**src/rtl/me_pkg.sv**
```systemverilog
// Shared constants, derived stream geometry and FSM encoding for the frame feeder.
package me_pkg;

    localparam int unsigned MB_SIZE          = 16;
    localparam int unsigned FRAME_W_DEF      = 352;
    localparam int unsigned FRAME_H_DEF      = 288;
    localparam int unsigned SR_DEF           = 8;
    localparam int unsigned CUR_PIX_PER_WORD = 4;
    localparam int unsigned REF_PIX_PER_WORD = 8;
    localparam int unsigned CUR_AW           = 17;
    localparam int unsigned REF_AW           = 16;

    // Side length of the reference search window for a given search range.
    function automatic int unsigned win_dim(input int unsigned sr);
        return MB_SIZE + 2 * sr;
    endfunction

    localparam int unsigned CUR_BEATS_PER_ROW_DEF = MB_SIZE / CUR_PIX_PER_WORD;
    localparam int unsigned CUR_ROWS_DEF          = MB_SIZE;
    localparam int unsigned REF_ROWS_DEF          = win_dim(SR_DEF);
    localparam int unsigned REF_BEATS_PER_ROW_DEF = REF_ROWS_DEF / REF_PIX_PER_WORD;
    localparam int unsigned MBS_X_DEF             = FRAME_W_DEF / MB_SIZE;
    localparam int unsigned MBS_Y_DEF             = FRAME_H_DEF / MB_SIZE;
    localparam int unsigned MBS_DEF               = MBS_X_DEF * MBS_Y_DEF;

    typedef enum logic {
        StIdle = 1'b0,
        StRun  = 1'b1
    } feeder_state_e;

endpackage

```
**src/rtl/me_addr_gen.sv**
```systemverilog
// Raster MB / row / beat counters with a window-relative word address, optional edge clamp.
module me_addr_gen
    import me_pkg::*;
#(
    parameter int unsigned BEATS        = 4,
    parameter int unsigned ROWS         = 16,
    parameter int unsigned MBS_X        = 22,
    parameter int unsigned MBS_Y        = 18,
    parameter int unsigned MB_COL_WORDS = 4,
    parameter int unsigned LINE_WORDS   = 88,
    parameter int unsigned LINES        = 288,
    parameter int unsigned ROW_OFF      = 0,
    parameter int unsigned COL_OFF      = 0,
    parameter int unsigned AW           = 17,
    parameter bit          CLAMP        = 1'b0
) (
    input  logic          i_clk,
    input  logic          i_rst,
    input  logic          i_adv,
    output logic [AW-1:0] o_addr,
    output logic          o_in_frame,
    output logic          o_last
);

    localparam int unsigned CW = 16;

    localparam logic [CW-2:0] BEAT_MAX = (CW-1)'(BEATS - 1);
    localparam logic [CW-2:0] ROW_MAX  = (CW-1)'(ROWS - 1);
    localparam logic [CW-2:0] MBX_MAX  = (CW-1)'(MBS_X - 1);
    localparam logic [CW-2:0] MBY_MAX  = (CW-1)'(MBS_Y - 1);

    localparam logic signed [CW-1:0] S_MB_ROWS   = CW'(MB_SIZE);
    localparam logic signed [CW-1:0] S_MB_COLS   = CW'(MB_COL_WORDS);
    localparam logic signed [CW-1:0] S_ROW_OFF   = CW'(ROW_OFF);
    localparam logic signed [CW-1:0] S_COL_OFF   = CW'(COL_OFF);
    localparam logic signed [CW-1:0] S_LINE_MAX  = CW'(LINES - 1);
    localparam logic signed [CW-1:0] S_WORD_MAX  = CW'(LINE_WORDS - 1);

    logic [CW-2:0] r_beat, r_row, r_mbx, r_mby;
    logic          w_beat_wrap, w_row_wrap, w_mbx_wrap;
    logic signed [CW-1:0] w_row, w_col, w_row_c, w_col_c;

    assign w_beat_wrap = (r_beat == BEAT_MAX);
    assign w_row_wrap  = w_beat_wrap && (r_row == ROW_MAX);
    assign w_mbx_wrap  = w_row_wrap && (r_mbx == MBX_MAX);
    assign o_last      = w_mbx_wrap && (r_mby == MBY_MAX);

    always_ff @(posedge i_clk) begin
        if (i_rst) begin
            r_beat <= '0;
            r_row  <= '0;
            r_mbx  <= '0;
            r_mby  <= '0;
        end else if (i_adv) begin
            r_beat <= w_beat_wrap ? '0 : r_beat + 1'b1;
            if (w_beat_wrap) r_row <= w_row_wrap ? '0 : r_row + 1'b1;
            if (w_row_wrap)  r_mbx <= w_mbx_wrap ? '0 : r_mbx + 1'b1;
            if (w_mbx_wrap)  r_mby <= o_last ? '0 : r_mby + 1'b1;
        end
    end

    // Window coordinates are signed: the search window overhangs the frame at the edges.
    assign w_row = $signed({1'b0, r_mby}) * S_MB_ROWS + $signed({1'b0, r_row}) - S_ROW_OFF;
    assign w_col = $signed({1'b0, r_mbx}) * S_MB_COLS + $signed({1'b0, r_beat}) - S_COL_OFF;

    assign o_in_frame = !w_row[CW-1] && (w_row <= S_LINE_MAX) &&
                        !w_col[CW-1] && (w_col <= S_WORD_MAX);

    always_comb begin
        w_row_c = w_row;
        w_col_c = w_col;
        if (CLAMP) begin
            if (w_row[CW-1])             w_row_c = '0;
            else if (w_row > S_LINE_MAX) w_row_c = S_LINE_MAX;
            if (w_col[CW-1])             w_col_c = '0;
            else if (w_col > S_WORD_MAX) w_col_c = S_WORD_MAX;
        end
    end

    assign o_addr = AW'(unsigned'(w_row_c)) * AW'(LINE_WORDS) + AW'(unsigned'(w_col_c));

endmodule

```
**src/rtl/frame_feeder.sv**
```systemverilog
// Streams current-MB and reference-window pixels from frame memories to a motion estimator.
// FEEDER_EDGE_CLAMP_EN: clamp out-of-frame ref reads to the frame edge instead of zero-filling.
module frame_feeder
    import me_pkg::*;
#(
    parameter int unsigned FRAME_W = FRAME_W_DEF,
    parameter int unsigned FRAME_H = FRAME_H_DEF,
    parameter int unsigned SR      = SR_DEF
) (
    input  logic              clk,
    input  logic              rst,
    input  logic              start,
    input  logic              need_cur,
    input  logic              need_ref,
    output logic [31:0]       cur_in,
    output logic [63:0]       ref_in,
    output logic              cur_mem_en,
    output logic [CUR_AW-1:0] cur_mem_addr,
    input  logic [31:0]       cur_mem_rdata,
    output logic              ref_mem_en,
    output logic [REF_AW-1:0] ref_mem_addr,
    input  logic [63:0]       ref_mem_rdata,
    output logic              busy,
    output logic              frame_done,
    output logic              err
);

`ifdef FEEDER_EDGE_CLAMP_EN
    localparam bit EDGE_CLAMP = 1'b1;
`else
    localparam bit EDGE_CLAMP = 1'b0;
`endif

    localparam int unsigned MBS_X   = FRAME_W / MB_SIZE;
    localparam int unsigned MBS_Y   = FRAME_H / MB_SIZE;
    localparam int unsigned CUR_BPR = MB_SIZE / CUR_PIX_PER_WORD;
    localparam int unsigned REF_WIN = win_dim(SR);
    localparam int unsigned REF_BPR = REF_WIN / REF_PIX_PER_WORD;

    feeder_state_e r_state;
    logic          r_busy, r_frame_done, r_err;
    logic          r_cur_done, r_ref_done;
    logic          r_cur_pend, r_ref_pend, r_ref_zero;
    logic [31:0]   r_cur_in;
    logic [63:0]   r_ref_in;

    logic              w_run, w_cur_ok, w_ref_ok, w_ref_rd;
    logic              w_cur_last, w_ref_last, w_cur_in_frame, w_ref_in_frame;
    logic              w_cur_done_nx, w_ref_done_nx;
    logic [CUR_AW-1:0] w_cur_addr;
    logic [REF_AW-1:0] w_ref_addr;

    assign w_run    = (r_state == StRun);
    assign w_cur_ok = need_cur && w_run && !r_cur_done && !rst;
    assign w_ref_ok = need_ref && w_run && !r_ref_done && !rst;
    // An accepted ref beat outside the frame still consumes a slot but reads nothing.
    assign w_ref_rd = w_ref_ok && (EDGE_CLAMP || w_ref_in_frame);

    assign w_cur_done_nx = r_cur_done || (w_cur_ok && w_cur_last);
    assign w_ref_done_nx = r_ref_done || (w_ref_ok && w_ref_last);

    me_addr_gen #(
        .BEATS        (CUR_BPR),
        .ROWS         (MB_SIZE),
        .MBS_X        (MBS_X),
        .MBS_Y        (MBS_Y),
        .MB_COL_WORDS (MB_SIZE / CUR_PIX_PER_WORD),
        .LINE_WORDS   (FRAME_W / CUR_PIX_PER_WORD),
        .LINES        (FRAME_H),
        .ROW_OFF      (0),
        .COL_OFF      (0),
        .AW           (CUR_AW),
        .CLAMP        (1'b0)
    ) u_cur_gen (
        .i_clk      (clk),
        .i_rst      (rst),
        .i_adv      (w_cur_ok),
        .o_addr     (w_cur_addr),
        .o_in_frame (w_cur_in_frame),
        .o_last     (w_cur_last)
    );

    me_addr_gen #(
        .BEATS        (REF_BPR),
        .ROWS         (REF_WIN),
        .MBS_X        (MBS_X),
        .MBS_Y        (MBS_Y),
        .MB_COL_WORDS (MB_SIZE / REF_PIX_PER_WORD),
        .LINE_WORDS   (FRAME_W / REF_PIX_PER_WORD),
        .LINES        (FRAME_H),
        .ROW_OFF      (SR),
        .COL_OFF      (SR / REF_PIX_PER_WORD),
        .AW           (REF_AW),
        .CLAMP        (EDGE_CLAMP)
    ) u_ref_gen (
        .i_clk      (clk),
        .i_rst      (rst),
        .i_adv      (w_ref_ok),
        .o_addr     (w_ref_addr),
        .o_in_frame (w_ref_in_frame),
        .o_last     (w_ref_last)
    );

    always_ff @(posedge clk) begin
        if (rst) begin
            r_state      <= StIdle;
            r_busy       <= 1'b0;
            r_frame_done <= 1'b0;
            r_err        <= 1'b0;
            r_cur_done   <= 1'b0;
            r_ref_done   <= 1'b0;
        end else begin
            r_frame_done <= 1'b0;
            if ((need_cur && !w_cur_ok) || (need_ref && !w_ref_ok)) r_err <= 1'b1;
            case (r_state)
                StIdle: begin
                    if (start) begin
                        r_state <= StRun;
                        r_busy  <= 1'b1;
                    end
                end
                StRun: begin
                    if (w_cur_done_nx && w_ref_done_nx) begin
                        r_state      <= StIdle;
                        r_busy       <= 1'b0;
                        r_frame_done <= 1'b1;
                        r_cur_done   <= 1'b0;
                        r_ref_done   <= 1'b0;
                    end else begin
                        r_cur_done <= w_cur_done_nx;
                        r_ref_done <= w_ref_done_nx;
                    end
                end
                default: r_state <= StIdle;
            endcase
        end
    end

    always_ff @(posedge clk) begin
        if (rst) begin
            r_cur_pend <= 1'b0;
            r_ref_pend <= 1'b0;
            r_ref_zero <= 1'b0;
            r_cur_in   <= '0;
            r_ref_in   <= '0;
        end else begin
            r_cur_pend <= w_cur_ok;
            r_ref_pend <= w_ref_ok;
            r_ref_zero <= !w_ref_rd;
            if (r_cur_pend) r_cur_in <= cur_mem_rdata;
            if (r_ref_pend) r_ref_in <= r_ref_zero ? '0 : ref_mem_rdata;
        end
    end

    assign cur_mem_en   = w_cur_ok && w_cur_in_frame;
    assign cur_mem_addr = w_cur_addr;
    assign ref_mem_en   = w_ref_rd;
    assign ref_mem_addr = w_ref_addr;
    assign cur_in       = r_cur_in;
    assign ref_in       = r_ref_in;
    assign busy         = r_busy;
    assign frame_done   = r_frame_done;
    assign err          = r_err;

endmodule
```
**config.mk**
```make
export PLATFORM = sky130hd
export DESIGN_NAME = frame_feeder
export DESIGN_NICKNAME = d
export VERILOG_FILES = /design/src/rtl/me_pkg.sv /design/src/rtl/me_addr_gen.sv /design/src/rtl/frame_feeder.sv
export SDC_FILE = /design/constraint.sdc
export NUM_CORES = 1
export LEC_CHECK = 0
export ABC_AREA = 0
export BUFFER_PORTS_ARGS = -buffer_cell sky130_fd_sc_hd__clkbuf_2
export CAP_MARGIN = 10
export CORE_UTILIZATION = 50
export DETAILED_ROUTE_END_ITERATION = 8
export PLACE_DENSITY = 0.71
export SETUP_SLACK_MARGIN = 0.4
export SYNTH_ARGS = -nofsm -noshare
export SYNTH_HDL_FRONTEND = slang
export SYNTH_SLANG_ARGS = --single-unit
export TNS_END_PERCENT = 20
```
**constraint.sdc**
```tcl
create_clock -name clk -period 9.5 [get_ports clk]
set_input_delay 0.475 -clock clk [delete_from_list [all_inputs] [get_ports clk]]
set_output_delay 0.475 -clock clk [all_outputs]
set_load 0.02 [all_outputs]
```
-- After elaboration in Yosys (flattened, before gate mapping)
Cells that the tools add are included.
- input bits: 101
- logic and storage cells: 116
- memory bits (writable): 0
- register bits: 225
- memories: 0
- bits in latches: 0
- memory bits (read-only): 0
- output and inout bits: 134
- add/sub/neg operators: 16
- equal/unequal tests: 10
- reduce and logical (&&, ||, !) cells: 46
- divide/modulo/power cells: 0
- bitwise logic cells: 1
- shifts and indexed selects: 0
- multipliers: 2
- multiplexer cells: 18
- order comparisons: 4
- operator list (kind ; count):
    $add A15 B1 Y15 const B ; 8
    $mux W15 ; 8
    $add A16 B16 Y16 ; 5
    $eq A15 B5 Y1 const B ; 5
    $mux W64 ; 1
    $le A16 B10 Y1 const B ; 2
    $mul A16 B4 Y14 const B ; 2
    $eq A15 B2 Y1 const B ; 2
    $logic_and A1 B1 Y1 ; 25
    $add A17 B16 Y17 ; 1
    $le A16 B7 Y1 const B ; 1
    $le A16 B8 Y1 const B ; 1
    $sub A16 B2 Y16 const B ; 1
    $sub A16 B5 Y16 const B ; 1
    $eq A15 B4 Y1 const B ; 1
    $reduce_and A2 Y1 ; 7
    $logic_not A1 Y1 ; 10
    $mux W1 ; 7
    $pmux W1 S2 ; 2
    $logic_or A1 B1 Y1 ; 3
    $ne A2 B1 Y1 const B ; 1
    $ne A2 B2 Y1 const B ; 1
    $reduce_or A2 Y1 ; 1
    $not A1 Y1 ; 1

-- Depth between registers and ports, before layout
- depth after elaboration: 9
- gate-level depth with buffers: 25
- mapped depth without buffers: 25

-- Hierarchy
Synthesis repeated with hierarchy kept, for this count alone.
- cells, all modules: 1860
- area, all modules: 15676.3 um^2
- by module, submodules not included (module ; area an instance (um^2) ; cells an instance ; seq. area each (um^2) ; times used):
    me_addr_gen at u_ref_gen ; 5963.2 ; 772 ; 1201.2 ; 1
    me_addr_gen at u_cur_gen ; 5402.7 ; 669 ; 1201.2 ; 1
    frame_feeder ; 4310.4 ; 419 ; 2102.0 ; 1

-- Least setup slack after synthesis
Ideal clock, no wire load.
- path kind: register to output
- from: register u_ref_gen.r_mby[0]
- to: output ref_mem_addr[15]
- buffers on the path: 0
- path slack: 4.221 ns
- required time: 9.025 ns
- data arrival time: 4.804 ns
- stages on the path, launching flop included: 24
- cell sequence: dfxtp_1 -> inv_1 -> ha_1 -> inv_1 -> ha_1 -> inv_1 -> fa_1 -> nor2b_1 -> nor2_1 -> ha_1 -> inv_1 -> fa_1 -> inv_1 -> ha_1 -> o21ai_0 -> a21boi_0 -> o21ai_0 -> a21boi_0 -> or4_1 -> nand3_1 -> ha_1 -> a21oi_1 -> o41ai_1 -> xnor2_1
- word-level cells in the longest chain between the ends: 4
- RTL lines (item ; RTL line ; source):
    start: declaration ; me_addr_gen.sv:39 ; logic [CW-2:0] r_beat, r_row, r_mbx, r_mby;
    start signal: assignment ; me_addr_gen.sv:58 ; if (w_mbx_wrap) r_mby <= o_last ? '0 : r_mby + 1'b1;
    $add A16 B16 Y16 ; me_addr_gen.sv:63 ; assign w_row = $signed({1'b0, r_mby}) * S_MB_ROWS + $signed({1'b0, r_row}) - S_ROW_OFF;
    $sub A16 B5 Y16 ; me_addr_gen.sv:63 ;
    $mul A16 B4 Y14 ; me_addr_gen.sv:80 ; assign o_addr = AW'(unsigned'(w_row_c)) * AW'(LINE_WORDS) + AW'(unsigned'(w_col_c));
    $add A16 B16 Y16 ; me_addr_gen.sv:80 ;
    end: declaration ; frame_feeder.sv:21 ; output logic [REF_AW-1:0] ref_mem_addr,
Every way passes these cells.

-- Final worst setup path
Ends and elaborated chain as after synthesis.

==> impl_metrics.csv <==
group,metric,value,unit
clocking,cts_setup_buffers,0,
place,place_hpwl,28400,um
synth,avgSynthCellArea,8.06,um^2
critical_path,r2r_cells,14,
global_route,grtUsageMet3,3.05,%
global_route,grt_pass1_wl,59500,um
die,core,0.0296,mm^2
synth,ys_seq_elements,225,
hold_path,min_path_type,"in2reg",
hold_path,holdPathEnd,"ref_in[20]$_SDFFE_PP0P_",
route,drt-total-wl,36600,um
timing,max_slew.worst_pin.slew,1080,ps
die,die-area,0.0309,mm^2
critical_path,reg2reg_slack,5440,ps
synth,synth_area,0.0151,mm^2
route,drt_iter0_markers,780,
critical_path,crit_slowest_cell,"fa_1",
synth,synth_top_family_by_area,"simple AND/OR/NAND/NOR gates",
final_layout,final_net_count,2377,
synth,synthMuxAreaShare,2.59,%
critical_path,rr_endpoint,"r_ref_zero$_SDFF_PP0_",
power,powerDensity,116,mW/mm^2
final_layout,area_growth,15.3,%
synth,synth_top_area_cell,"dfxtp_1",
timing,setup_slack,3150,ps
timing,drv_slew,0,
timing,rsz0062_at_grt,"no",
die,rows,63,
timing,post-route-period-util,66.8,%
critical_path,rr_startpoint,"u_ref_gen.r_mbx[0]$_SDFFE_PP0P_",
die,io_pins,235,
final_layout,fillers,2708,
global_route,track_usage,23.2,%
final_layout,diodes,0,
route,num_vias,13300,
global_route,grt_max_degree,78,
synth,synth_ff_type,"dfxtp_1",
clocking,cts.sinks,225,
place,detailedPlace.worstSlack,3770,ps
job,max_cap_violations,0,
global_route,grt_pass1_vias,12400,
critical_path,worst_ep_required_time,9030,ps
synth,synth_fp_nets,2157,
timing,clock.fmax,158,MHz
clocking,cts_resized,0,
clocking,hold_buffers,0,
critical_path,critical_path_arrival,5870,ps
synth,netlist-cell-type-count,65,
final_layout,largest_reg_flops,64,
timing,hold_violations,0,
timing,maxSlewHeadroom,27.4,%
place,routabilityCongestion,0.911,
critical_path,crit_family,"adder cells",
global_route,antenna_found_initial,1,
clocking,cts_buffers,25,
final_layout,seq_area,0.00451,mm^2
synth,yosysSeqAreaShare,29.8,%
global_route,use_met1,31.3,%
critical_path,path_cells,"inv_1 -> ha_1 -> inv_1 -> ha_1 -> inv_1 -> fa_1 -> nor2b_1 -> nor2_1 -> ha_1 -> inv_1 -> fa_1 -> inv_1 -> ha_1 -> o21ai_0 -> a21boi_0 -> o21ai_0 -> a21boi_0 -> or4_1 -> nand3_1 -> ha_1 -> nand2_1 -> o41ai_1 -> xnor2_1 -> clkbuf_2",
critical_path,worst_setup_path_start_kind,"flop",
die,initial_core_util,50.9,%
global_route,grt_overflow,0,
critical_path,path_buf_inv,6,
clocking,clockBufferDepth,3,
global_route,grt-busiest-layer,"met2",
clocking,htreeDepth,1,
synth,synth_compound_area_share,12.0,%
synth,synthTopCellsByArea,"dfxtp_1, ha_1, nor2_1, xnor2_1, inv_1",
critical_path,end_kind,"output port",
route,drc,0,
final_layout,drive_above_1_share,14.4,%
synth,netlist_instances,1872,
timing,finalClockSkew,13.3,ps
route,ant_nets,0,
critical_path,cp.depth,24,
critical_path,cpPeakStageDelay,500,ps
clocking,cts_tree,"done",
critical_path,crit_type,"reg2out",
power,p_leak,0.00797,uW
clocking,worstSkewPairLatency,520,ps
route,vias_per_cell,5.30,
route,first_pass_iters,5,
synth,ys_warn_count,0,
synth,synth_top_area_share,29.8,%
die,die_h,176,um
synth,synth_edf_count,0,
die,die_w,176,um
route,post_drt_wl_per_cell,14.6,um
power,vdd_drop_max,0.000143,V
synth,yosys.area_share.adder,16.5,%
hold_path,hp-start,"ref_mem_rdata[20]",
timing,fin_crit,6350,ps
synth,yosys.area_share.simple,22.7,%
critical_path,path_max_fanout,6,
synth,async_reset_ff_share,0,%
place,io_buffer_count,234,
global_route,grtUsageMet2,38.9,%
clocking,cts-root-buf,"clkbuf_16",
clocking,cts.reportedPaths.clkPinSlew,60,ps
timing,fin_tns_setup,0,ps
run_status,status,"complete, no violations",
synth,synth_xor_area_share,9.58,%
final_layout,multi_input_area,0.00958,mm^2
timing,setup_violations,0,
hold_path,whs_path_depth,3,
## power by group
group	leakage, uW	switching (uW)	internal [uW]	total, uW
Clock	0.000389	387	537	925
Sequential	0.00182	9.06	954	963
Combinational	0.00577	83.7	52.7	136
## worst register-to-register path, cell delays in order, from the launching register on
cell,delay (ps)
dfxtp_1,480
inv_1,110
ha_1,290
inv_1,50
ha_1,210
fa_1,440
a211oi_1,320
o21ai_0,190
a311oi_1,420
o21ai_1,190
a31o_2,280
a21oi_1,200
xnor2_1,180
nor4_2,500
nor2_1,70
## how the worst max path moves through the flow
stage,from,end,slack [ps]
after floorplan,u_ref_gen.r_mby[0]$_SDFFE_PP0P_,ref_mem_addr[15],4220
after global placement,u_ref_gen.r_mby[0]$_SDFFE_PP0P_,ref_mem_addr[15],3900
after detailed placement,u_ref_gen.r_mby[0]$_SDFFE_PP0P_,ref_mem_addr[15],3770
after CTS,u_ref_gen.r_mby[0]$_SDFFE_PP0P_,ref_mem_addr[15],3170
after global routing,u_ref_gen.r_mby[0]$_SDFFE_PP0P_,ref_mem_addr[15],2680
final,u_ref_gen.r_mby[0]$_SDFFE_PP0P_,ref_mem_addr[15],3150
## synthesized netlist by cell type (6+ instances only)
| cell type | count |
|---|---|
| nand3_1 | 59 |
| nor4_1 | 21 |
| and3_1 | 27 |
| nor4b_1 | 6 |
| nand4_1 | 21 |
| a21o_1 | 20 |
| nor3_1 | 41 |
| nand2b_1 | 9 |
| fa_1 | 26 |
| nor3b_1 | 7 |
| a21boi_0 | 9 |
| o21a_1 | 8 |
| nor2b_1 | 83 |
| a211oi_1 | 14 |
| or2_2 | 9 |
| dfxtp_1 | 225 |
| inv_1 | 220 |
| xor2_1 | 45 |
| a21oi_1 | 133 |
| mux2i_1 | 38 |
| nand2_1 | 71 |
| ha_1 | 158 |
| nand3b_1 | 6 |
| or3_1 | 20 |
| clkbuf_1 | 39 |
| and2_1 | 7 |
| o21bai_1 | 9 |
| nor2_1 | 280 |
| a31oi_1 | 6 |
| xnor2_1 | 115 |
| o21ai_0 | 68 |
## metrics by stage
step           hold slack [ps]  power (uW)  utilization [%]  area (um^2)  std cells
2_1_floorplan              458        1060                -        15100       1872
3_3_place_gp               462        1120             56.1        16600       2455
3_5_place_dp               466        1120             56.1        16600       2455
4_1_cts                    160        2050             58.7        17400       2500
6_report                   182        2020             58.7        17400       2500
5_1_grt                    168        2100             58.7        17400       2500
## per-layer routing
layer	part of all wire, %	vias to the layer above
met5	0	-
met4	2.3	0
met3	5.3	56
met2	46	339
met1	46	6144
li1	-	6719
## final cells by class
class | count | area share, %
multi-input cells | 1379 | 55.1
inverters | 222 | 4.79
well taps | 390 | 2.80
flip-flops and latches | 225 | 25.9
repair buffers | 239 | 6.96
clock inverters | 11 | 0.532
clock buffers | 34 | 3.96
## cells by family after synthesis
logic type | count (synthesis)
xor+xnor | 162
mux | 39
compound gates | 303
buf+inv | 268
flops | 225
simple gates | 691
fa+ha+maj | 184
## cell usage in the layout (no fill, tap or decap), types with 14 or more instances in the layout
| cell | synthesis | final |
|---|---|---|
| nor4_1 | 21 | 21 |
| a211oi_1 | 14 | 14 |
| xnor2_1 | 115 | 115 |
| nor2_1 | 280 | 280 |
| inv_1 | 220 | 220 |
| mux2i_1 | 38 | 38 |
| nor3_1 | 41 | 41 |
| xor2_1 | 45 | 45 |
| nand4_1 | 21 | 21 |
| and3_1 | 27 | 27 |
| o21ai_0 | 68 | 68 |
| or3_1 | 20 | 20 |
| ha_1 | 158 | 158 |
| a21oi_1 | 133 | 133 |
| nor2b_1 | 83 | 82 |
| nand2_1 | 71 | 71 |
| clkbuf_16 | 0 | 25 |
| a21o_1 | 20 | 20 |
| dfxtp_1 | 225 | 223 |
| clkbuf_2 | 0 | 233 |
| fa_1 | 26 | 26 |
| nand3_1 | 59 | 59 |
No activity file was read; power rests on OpenSTA's default activity.
